$ cat config.mk
export PLATFORM = sky130hd
export DESIGN_NAME = btn_conditioner_flat
export DESIGN_NICKNAME = d
export VERILOG_FILES = /design/src/rtl/btn_conditioner_if.sv /design/src/rtl/btn_conditioner.sv /design/src/flat_wrapper.sv
export SDC_FILE = /design/constraint.sdc
export NUM_CORES = 1
export LEC_CHECK = 0
export BUFFER_PORTS_ARGS = -buffer_cell sky130_fd_sc_hd__buf_2
export CORE_ASPECT_RATIO = 1.5
export CORE_MARGIN = 4
export CORE_UTILIZATION = 36
export CTS_BUF_LIST = sky130_fd_sc_hd__clkbuf_2 sky130_fd_sc_hd__clkbuf_4 sky130_fd_sc_hd__clkbuf_8
export DETAILED_ROUTE_END_ITERATION = 8
export PLACE_DENSITY_LB_ADDON = 0.2
export REMOVE_ABC_BUFFERS = 1
export SLEW_MARGIN = 20
export SYNTH_ARGS = -nofsm -noshare
export SYNTH_HDL_FRONTEND = slang
export SYNTH_SLANG_ARGS = --single-unit
$ cat constraint.sdc
create_clock -name clk -period 9.15 [get_ports clk]
set_input_delay 0.915 -clock clk [delete_from_list [all_inputs] [get_ports clk]]
set_output_delay 0.915 -clock clk [all_outputs]
set_load 0.05 [all_outputs]
$ cat src/rtl/btn_conditioner_if.sv
// btn_conditioner_if
//   Bundles the button-side signals of btn_conditioner.
//   master: the block that owns the raw pins and consumes the conditioned results
//           (game top level or testbench).
//   slave:  the conditioner itself.
//   Signals (all N_BTN wide unless noted):
//     btn_raw      raw active-high button pins
//     btn_level    debounced level
//     btn_press    1-cycle accepted press / auto-repeat strobe
//     btn_release  1-cycle accepted release strobe
//     any_press    (1 bit) OR of btn_press, one cycle later
interface btn_conditioner_if #(
  parameter int N_BTN = 4
);
  logic [N_BTN-1:0] btn_raw;
  logic [N_BTN-1:0] btn_level;
  logic [N_BTN-1:0] btn_press;
  logic [N_BTN-1:0] btn_release;
  logic             any_press;

  modport master (
    output btn_raw,
    input  btn_level,
    input  btn_press,
    input  btn_release,
    input  any_press
  );

  modport slave (
    input  btn_raw,
    output btn_level,
    output btn_press,
    output btn_release,
    output any_press
  );
endinterface

$ cat src/rtl/btn_conditioner.sv
// btn_conditioner
//   Conditions raw push-button pins for the game controller. Every channel is
//   independent: a 2-FF synchronizer feeds a per-channel debounce FSM that
//   produces a registered level, 1-cycle press/release strobes and optional
//   auto-repeat press strobes while a button is held.
// Ports
//   clk    system clock
//   reset  asynchronous, active-high reset
//   bus    btn_conditioner_if.slave: btn_raw in; btn_level, btn_press,
//          btn_release, any_press out (all registered)
module btn_conditioner #(
  parameter int N_BTN           = 4,
  parameter int DEBOUNCE_CYCLES = 500_000,
  parameter int REPEAT_EN       = 1,
  parameter int REPEAT_DELAY    = 25_000_000,
  parameter int REPEAT_RATE     = 5_000_000,
  parameter int CNT_W           = 25
) (
  input  logic             clk,
  input  logic             reset,
  btn_conditioner_if.slave bus
);

  typedef enum logic [1:0] {
    RELEASED,
    PRESS_PEND,
    PRESSED,
    RELEASE_PEND
  } state_t;

  localparam int MAX_A   = (DEBOUNCE_CYCLES > REPEAT_DELAY) ? DEBOUNCE_CYCLES : REPEAT_DELAY;
  localparam int MAX_CNT = (MAX_A > REPEAT_RATE) ? MAX_A : REPEAT_RATE;

  localparam logic [CNT_W-1:0] DEB_LAST   = CNT_W'(DEBOUNCE_CYCLES - 1);
  localparam logic [CNT_W-1:0] DELAY_LAST = CNT_W'(REPEAT_DELAY - 1);
  localparam logic [CNT_W-1:0] RATE_LAST  = CNT_W'(REPEAT_RATE - 1);

  // Parameter sanity, caught at elaboration.
  if (DEBOUNCE_CYCLES < 1 || REPEAT_DELAY < 1 || REPEAT_RATE < 1) begin : g_bad_count
    $error("btn_conditioner: DEBOUNCE_CYCLES, REPEAT_DELAY and REPEAT_RATE must be >= 1");
  end
  if ($clog2(MAX_CNT + 1) > CNT_W) begin : g_bad_cnt_w
    $error("btn_conditioner: CNT_W too narrow for the largest count");
  end

  logic [N_BTN-1:0] sync1;
  logic [N_BTN-1:0] sync2;
  logic [N_BTN-1:0] level_q;
  logic [N_BTN-1:0] press_q;
  logic [N_BTN-1:0] release_q;
  logic             any_q;

  state_t           state     [N_BTN];
  logic [CNT_W-1:0] dcnt      [N_BTN];
  logic [CNT_W-1:0] rcnt      [N_BTN];
  // 0: waiting out REPEAT_DELAY after the accepted press; 1: repeating at REPEAT_RATE.
  logic             rep_phase [N_BTN];

  // Synchronizer, per-channel FSMs and all registered outputs. Strobes default
  // low every cycle so they can only be high for the single cycle they are set.
  always_ff @(posedge clk or posedge reset) begin
    if (reset) begin
      sync1     <= '0;
      sync2     <= '0;
      level_q   <= '0;
      press_q   <= '0;
      release_q <= '0;
      any_q     <= 1'b0;
      for (int i = 0; i < N_BTN; i++) begin
        state[i]     <= RELEASED;
        dcnt[i]      <= '0;
        rcnt[i]      <= '0;
        rep_phase[i] <= 1'b0;
      end
    end else begin
      sync1     <= bus.btn_raw;
      sync2     <= sync1;
      any_q     <= |press_q;
      press_q   <= '0;
      release_q <= '0;
      for (int i = 0; i < N_BTN; i++) begin
        case (state[i])
          RELEASED: begin
            if (sync2[i]) begin
              state[i] <= PRESS_PEND;
              dcnt[i]  <= '0;
            end
          end
          PRESS_PEND: begin
            if (!sync2[i]) begin
              state[i] <= RELEASED;
            end else if (dcnt[i] == DEB_LAST) begin
              state[i]     <= PRESSED;
              level_q[i]   <= 1'b1;
              press_q[i]   <= 1'b1;
              dcnt[i]      <= '0;
              rcnt[i]      <= '0;
              rep_phase[i] <= 1'b0;
            end else begin
              dcnt[i] <= dcnt[i] + 1'b1;
            end
          end
          PRESSED: begin
            if (!sync2[i]) begin
              state[i] <= RELEASE_PEND;
              dcnt[i]  <= '0;
            end else if (REPEAT_EN != 0) begin
              if (rcnt[i] == (rep_phase[i] ? RATE_LAST : DELAY_LAST)) begin
                press_q[i]   <= 1'b1;
                rcnt[i]      <= '0;
                rep_phase[i] <= 1'b1;
              end else begin
                rcnt[i] <= rcnt[i] + 1'b1;
              end
            end
          end
          RELEASE_PEND: begin
            // A bounce back high keeps the repeat phase but restarts its count.
            if (sync2[i]) begin
              state[i] <= PRESSED;
              rcnt[i]  <= '0;
            end else if (dcnt[i] == DEB_LAST) begin
              state[i]     <= RELEASED;
              level_q[i]   <= 1'b0;
              release_q[i] <= 1'b1;
              dcnt[i]      <= '0;
            end else begin
              dcnt[i] <= dcnt[i] + 1'b1;
            end
          end
          default: state[i] <= RELEASED;
        endcase
      end
    end
  end

  assign bus.btn_level   = level_q;
  assign bus.btn_press   = press_q;
  assign bus.btn_release = release_q;
  assign bus.any_press   = any_q;

endmodule

$ cat src/flat_wrapper.sv
// flat-port wrapper written by rule: the top's interface ports become plain ports
module btn_conditioner_flat 
#(
  parameter int N_BTN           = 4,
  parameter int DEBOUNCE_CYCLES = 500_000,
  parameter int REPEAT_EN       = 1,
  parameter int REPEAT_DELAY    = 25_000_000,
  parameter int REPEAT_RATE     = 5_000_000,
  parameter int CNT_W           = 25
)
  (clk, reset, bus_btn_raw, bus_btn_level, bus_btn_press, bus_btn_release, bus_any_press);
  btn_conditioner_if #(.N_BTN(N_BTN)) bus_i ();
  input  logic clk;
  input  logic reset;
  input wire logic [$bits(bus_i.btn_raw)-1:0] bus_btn_raw;
  output wire logic [$bits(bus_i.btn_level)-1:0] bus_btn_level;
  output wire logic [$bits(bus_i.btn_press)-1:0] bus_btn_press;
  output wire logic [$bits(bus_i.btn_release)-1:0] bus_btn_release;
  output wire logic [$bits(bus_i.any_press)-1:0] bus_any_press;
  assign bus_i.btn_raw = bus_btn_raw;
  assign bus_btn_level = bus_i.btn_level;
  assign bus_btn_press = bus_i.btn_press;
  assign bus_btn_release = bus_i.btn_release;
  assign bus_any_press = bus_i.any_press;
  btn_conditioner #(.N_BTN(N_BTN), .DEBOUNCE_CYCLES(DEBOUNCE_CYCLES), .REPEAT_EN(REPEAT_EN), .REPEAT_DELAY(REPEAT_DELAY), .REPEAT_RATE(REPEAT_RATE), .CNT_W(CNT_W)) u_core (.clk(clk), .reset(reset), .bus(bus_i));
endmodule
==> flow_metrics.tcl, run 1 <==
set metrics [dict create \
    power_leakage_nw 6.01 \
    grt_pass1_wl_um 56900 \
    max-clock-path-buffers 3 \
    p_seq_share_pct 36.8 \
    numCtsBuffers 42 \
    critPathMaxStageDelay_ns 0.75 \
    path_delay_family "simple AND/OR/NAND/NOR gates" \
    die_x_um 167 \
    rsz0062_at_grt "no" \
    synth_ff_type "dfrtp_1" \
    grt_antenna_before_repair 1 \
    internal_power_mw 1.99 \
    insertion_delay_ns 0.58 \
    netlist-cell-type-count 84 \
    die_h_um 246 \
    arrival_ns 3.77 \
    max_slew.worst_pin.slew_ns 1.03 \
    cts_tree "yes" \
    synth_top_area_share_pct 42.9 \
    worstPathRequired_ns 9.61 \
    syn_area_mm2 0.0136 \
    area_growth_pct 10.9 \
    via_per_inst 5.65 \
    min_period_over_period_pct 36.2 \
    fin_tns_setup_ns 0 \
    antenna_left 0 \
    async_flop_share_pct 100 \
    setup_viol 0 \
    final_cells 1998 \
    globalplace.congestion 0.811 \
    cp-end-kind "register" \
    grt_usage_pct 16.1 \
    hp-class "reg2reg" \
    synth_edf_count 0 \
    pwr-share-clk_pct 35.4 \
    detailed_place_hpwl_um 21400 \
    synth_top_area_cell "dfrtp_1" \
    grt_max_degree 92 \
    swShare_pct 36.9 \
    final.fill_count 3706 \
    clk_pin_slew_ns 0.07 \
    ys_ff_latch 233 \
    yosysWarningCount 0 \
    cts_setup_buffers 0 \
    status "finished clean" \
    worstPathMaxFanout 34 \
    overflow 0 \
    crit_buf_inv 2 \
    fin_area_mm2 0.0151 \
    ctsRootBufferMaster "clkbuf_8" \
    cap_viol_max_count 0 \
    syn_avg_cell_area_um2 9.18 \
    ctsResizeCount 0 \
    period_minus_slack_ns 3.31 \
    drt_wl_total_um 33300 \
    relSlewSlack_pct 31.4 \
    num-nets-final 1510 \
    num_io_pins 19 \
    cp-start-kind "register" \
    drive_above_1_share_pct 10.6 \
    fin_skew_ns 0.0275 \
    fin_ws_ns 5.84 \
    rows 86 \
    die-area_mm2 0.0410 \
    clock_sinks 233 \
    worst_path_most_repeated_cell "or3_1" \
    holdBufCountCts 0 \
    grt_pass1_vias 11481 \
    pwr-share-comb_pct 27.8 \
    p_per_area_mw_per_mm2 209 \
    whs_ns 0.350 \
    timing.fmax_mhz 302 \
    dpl-instance-area_mm2 0.0141 \
    multi_input_area_mm2 0.00726 \
    portBuffers 18 \
    path_class "reg2reg" \
    drt_iter0_drc 739 \
    ys_seq_area_share_pct 42.9 \
    place_ws_ns 5.62 \
    synthesis.instances 1480 \
    crit_chain "inv_1 -> ha_1 -> buf_4 -> or3_1 -> a21oi_1 -> o211ai_4 -> or3_1 -> o41ai_1" \
    register_area_mm2 0.00583 \
    initial_core_util_pct 36.7 \
    drc 0 \
    wl_per_cell_um 16.7 \
    htree_levels 2 \
    vias 11293 \
    core-area_mm2 0.0370 \
    slew_violations 0 \
    hold_viol 0 \
    ir_drop_uv 181 \
    p_sw_mw 1.16 \
    crit_slowest_cell "or3_1" \
    netlist_top_cells_area "dfrtp_1 (43%), nor2_1 (4.1%), nand3_1 (3.6%), nand2_1 (3.4%), xor2_1 (3.0%)" \
    first_pass_iters 5 \
    dp_cells 1919 \
]
cell usage after synthesis, types with 6 or more instances:
| library cell | n |
|---|---|
| and3_1 | 39 |
| inv_1 | 47 |
| nand3_1 | 99 |
| xnor2_1 | 42 |
| nor4_1 | 38 |
| ha_1 | 25 |
| nor4b_1 | 21 |
| nand2b_1 | 10 |
| and2_1 | 36 |
| dfrtp_1 | 233 |
| nor3_1 | 36 |
| o41ai_1 | 13 |
| xor2_1 | 47 |
| o21ai_0 | 43 |
| o31ai_1 | 37 |
| clkbuf_1 | 61 |
| o31ai_4 | 10 |
| or3_1 | 18 |
| and4_1 | 20 |
| nor2_1 | 149 |
| a32oi_1 | 23 |
| or2_2 | 10 |
| nand2_1 | 123 |
| buf_2 | 9 |
| a31oi_1 | 28 |
| or4_1 | 7 |
| o22ai_1 | 17 |
| nor3b_1 | 10 |
| a21boi_0 | 6 |
| nand4_1 | 55 |
| a21oi_1 | 25 |
| buf_1 | 7 |
| a22oi_1 | 24 |
| a41oi_1 | 7 |
power groups by stage:
stage	Combinational [mW]	Sequential, mW	Clock, mW
3_3_place_gp	0.873	1.18	0
2_1_floorplan	0.608	1.17	0
5_1_grt	0.992	1.17	1.19
4_1_cts	0.882	1.16	1.16
6_report	0.877	1.16	1.12
3_5_place_dp	0.876	1.18	0
layout by cell type (no fill, tap or decap), drive strengths merged, types with 18 or more instances in the layout:
cell type and count:
nor3 36, nor4 40, a32oi 23, clkbuf 69, dfrtp 233, nor2 149
and3 39, a22oi 24, ha 25, nand3 99, a31oi 28, nor4b 22
or3 18, o31ai 49, buf 36, and4 20, inv 49, and2 37
o21ai 45, nand4 57, xor2 47, xnor2 42, a21oi 25, nand2 123
final timing paths:
kind | start | slack, ns | endpoint | cells after the start
worst max-delay path | u_core.state[4] | 5.84 | u_core.rcnt[70] | 8
worst min-delay path | u_core.sync1[1] | 0.35 | u_core.sync2[1] | 0
worst max register to register | u_core.state[4] | 5.84 | u_core.rcnt[70] | 8
worst min register to register | u_core.sync1[1] | 0.35 | u_core.sync2[1] | 0
max in group asynchronous | reset | 7.27 | u_core.rcnt[11] | 3
min in group asynchronous | reset | 0.44 | u_core.dcnt[40] | 2
registers in the layout, summed over array words and instances (netlist names), named ones only:
name / flops
u_core.dcnt: 100
u_core.rcnt: 100
u_core.bus.btn_level: 4
u_core.bus.btn_press: 4
u_core.bus.btn_release: 4
u_core.rep_phase: 4
u_core.state: 4
u_core.sync1: 4
u_core.sync2: 4
u_core.bus.any_press: 1
final cells by class:
class / count / area share (%)
Timing Repair Buffer: 36 / 1.49
Antenna cell: 1 / 0.0166
Tap cell: 484 / 4.02
Sequential cell: 233 / 38.7
Inverter: 47 / 1.22
Multi-Input combinational cell: 1119 / 48.2
Clock buffer: 69 / 5.85
Clock inverter: 9 / 0.532
per-stage QoR:
stage | total power [mW] | utilization, %
after detailed placement | 2.06 | 38.1
final | 3.15 | 40.7
after global routing | 3.36 | 40.7
after floorplan | 1.77 | -
after global placement | 2.05 | 38.1
after CTS | 3.20 | 40.7
metal layers:
metal	GRT usage, %	vias up	wire length, um
li1	-	5512	-
met1	19.1	5574	14300
met2	29.3	147	17200
met3	2.52	60	928
met4	5.71	0	798
met5	0	-	0
cell families after synthesis:
kind of cell / Yosys count / share of synthesized area, %
buffers and inverters: 128 / 3.90
AND/OR/NAND/NOR: 701 / 27.7
flip-flops: 233 / 42.9
multiplexers: 6 / 0.451
XOR/XNOR: 89 / 5.74
AO/OA/AOI/OAI: 298 / 17.0
adder cells (fa/ha/maj): 25 / 2.30
Power figures use the tool's default switching activity.
==> run 2, diff against run 1 <==
Settings changed: ABC_AREA from default to 1.
Clock period 9.15 ns to 3 ns, I/O delays scaled along.
==> run 2 against run 1 <==
Net effect:
- die area is 14% higher
- fmax is 33% higher
- via count is 32% higher
- non-clock buffer count is 9 higher
- global-route usage is 1.6 points higher
- synthesized cell count is 62% higher
- largest cell class unchanged
- sequential cell count stayed put
- sequential share of layout area is 5.1 points lower
- critical path depth stayed put
- utilization is 0.27 points lower
- highest routed layer unchanged
- power grew to 3.2 times the previous value
==> flow_metrics.tcl, run 2 <==
set metrics [dict create \
    status "finished clean" \
    insertion_delay_ns 0.57 \
    setup_viol 0 \
    fin_util_pct 40.4 \
    drt-met1-wl_um 16600 \
    vias 14942 \
    min_period_over_period_pct 82.7 \
    relSlewSlack_pct 44.5 \
    max-clock-path-buffers 3 \
    htree_levels 2 \
    ys_seq_area_share_pct 37.3 \
    yosysWarningCount 0 \
    async_flop_share_pct 100 \
    cp-end-kind "register" \
    detailed_place_hpwl_um 30400 \
    final_cells 3047 \
    cp-endpoint "u_core.dcnt[33]" \
    synth_top_area_share_pct 37.3 \
    max_slew.worst_pin.slew_ns 0.826 \
    netlist_top_cells_area "dfrtp_1 (37%), nand2_1 (17%), nor2_1 (9.8%), inv_1 (7.7%), nand3_1 (6.2%)" \
    initial_core_util_pct 36.4 \
    grt_antenna_before_repair 1 \
    pwr-share-clk_pct 32.2 \
    area_growth_pct 11.1 \
    final_common_cell "nand2_1" \
    clock_sinks 233 \
    drive_above_1_share_pct 6.06 \
    overflow 0 \
    place_ws_ns 0.522 \
    internal_power_mw 6.08 \
    synth_ff_type "dfrtp_1" \
    syn_avg_cell_area_um2 6.50 \
    reg2reg_depth 8 \
    synth_most_common_cell "nand2_1" \
    ys_ff_latch 233 \
    worst_path_most_repeated_cell "inv_1" \
    pwr-share-comb_pct 32.9 \
    fin_tns_setup_ns 0 \
    slew_violations 0 \
    die_x_um 178 \
    regToRegSetupSlack_ns 0.52 \
    arrival_ns 2.94 \
    die-area_mm2 0.0469 \
    dr.max_layer_used "met4" \
    num-nets-final 2475 \
    synth_edf_count 0 \
    swShare_pct 39.9 \
    grt_max_degree 79 \
    rsz0062_at_grt "no" \
    hp-class "reg2reg" \
    globalplace.congestion 0.915 \
    ctsRootBufferMaster "clkbuf_8" \
    drc 0 \
    core-area_mm2 0.0429 \
    synthTopCellsByCount "nand2_1 (725), nor2_1 (409), inv_1 (320), dfrtp_1 (233), nand3_1 (194)" \
    period_minus_slack_ns 2.48 \
    first_pass_iters 5 \
    grt_pass1_vias 14876 \
    wl_met3_um 1430 \
    fin_ws_ns 0.520 \
    synthesis.instances 2404 \
    cp-start-kind "register" \
    die_h_um 263 \
    ir_drop_uv 307 \
    cts_tree "yes" \
    p_seq_share_pct 34.9 \
    final_cell_mix "nand2_1 (725), nor2_1 (409), inv_1 (319)" \
    final.fill_count 4536 \
    crit_chain "inv_1 -> ha_1 -> o21ai_0 -> nand2_1 -> inv_1 -> nand2_1 -> inv_1 -> a211oi_1" \
    crit_slowest_cell "dfrtp_1" \
    drt_wl_total_um 40900 \
    rows 93 \
    portBuffers 18 \
    worstPathMaxFanout 14 \
    timing.fmax_mhz 403 \
    critPathMaxStageDelay_ns 0.40 \
    synth_top_area_cell "dfrtp_1" \
    power_leakage_nw 8.14 \
    clk_pin_slew_ns 0.06 \
    worstPathRequired_ns 3.46 \
    wl_per_cell_um 13.4 \
    hold_viol 0 \
    netlist-cell-type-count 45 \
    num_io_pins 19 \
    reg_top3 "u_core.dcnt: 100 flops, u_core.rcnt: 100 flops" \
    syn_area_mm2 0.0156 \
    via_per_inst 4.90 \
    p_sw_mw 4.04 \
    grt_pass1_wl_um 70100 \
    antenna_left 0 \
    drt_iter0_drc 810 \
    dp_cells 2965 \
    fin_skew_ns 0.0191 \
    path_class "reg2reg" \
    numCtsBuffers 42 \
    grt_usage_pct 17.7 \
    cap_viol_max_count 0 \
    wl_met2_um 21300 \
    p_per_area_mw_per_mm2 583 \
    reg2reg_to "u_core.dcnt[33]" \
]
[run 2: logic make-up (layout without fill, tap and decap cells)]
group	Yosys count	in the layout	synth area share, %
AND/OR/NAND/NOR	1553	1553	42.1
buffers and inverters	376	448	9.52
flip-flops	233	233	37.3
AO/OA/AOI/OAI	151	151	5.36
XOR/XNOR	65	65	3.64
adder cells (fa/ha/maj)	25	25	2.00
multiplexers	1	1	0.0641
other	0	1	0
[run 2: metal layers]
| layer | up-vias | global-route usage [%] |
|---|---|---|
| met4 | 0 | 7.38 |
| li1 | 7681 | - |
| met3 | 107 | 2.69 |
| met2 | 269 | 32.9 |
| met1 | 6885 | 19.6 |
| met5 | - | 0 |
[run 2: critical path, delay by kind of cell, from the launching register on]
kind / cells / cell delay [ns]
buffers and inverters: 3 / 0.63
adders and majority gates: 1 / 0.29
and+or+nand+nor: 2 / 0.70
AOI/OAI and AO/OA: 2 / 0.35
DFF: 1 / 0.40
[run 2: timing repair]
action                                  in CTS  in global routing
setup buffers                                0                  0
endpoints found under the setup margin       0                  0
gates resized for setup                      0                  0
endpoints found under the hold margin       78                  0
hold buffers                                 5                  0
[run 2: cell type report]
cell class,count,area [um2],area share [%]
Sequential cell,233,5830,33.6
Clock inverter,8,42.5,0.245
Multi-Input combinational cell,1795,8310,47.9
Tap cell,570,713,4.11
Inverter,327,1230,7.11
Antenna cell,1,2.50,0.0144
Clock buffer,68,886,5.10
Timing Repair Buffer,45,343,1.97
[run 2: worst min path at each step]
stage / from / end / slack [ns] / cells past startpoint
3_5_place_dp: u_core.sync1[3] / u_core.sync2[3] / 0.34 / 0
3_3_place_gp: u_core.sync1[2] / u_core.sync2[2] / 0.33 / 0
4_1_cts: bus_btn_raw[2] / u_core.sync1[2] / 0.32 / 2
6_report: u_core.sync1[2] / u_core.sync2[2] / 0.35 / 0
5_1_grt: bus_btn_raw[2] / u_core.sync1[2] / 0.33 / 2
2_1_floorplan: u_core.sync1[0] / u_core.sync2[0] / 0.33 / 0
[run 2: power groups by stage]
stage	sequential, mW	combinational, mW	clock (mW)
floorplan	3.57	2.18	0
global placement	3.57	3.31	0
finish	3.53	3.32	3.26
global route	3.56	3.76	3.55
detailed placement	3.58	3.35	0
CTS	3.53	3.37	3.41
[run 2: per-stage QoR]
stage | hold WS [ns] | cell area [um2] | power [mW]
CTS | 0.318 | 17400 | 10.3
global placement | 0.334 | 16400 | 6.88
floorplan | 0.331 | 15400 | 5.74
global route | 0.331 | 17400 | 10.9
finish | 0.347 | 17400 | 10.1
detailed placement | 0.337 | 16400 | 6.93
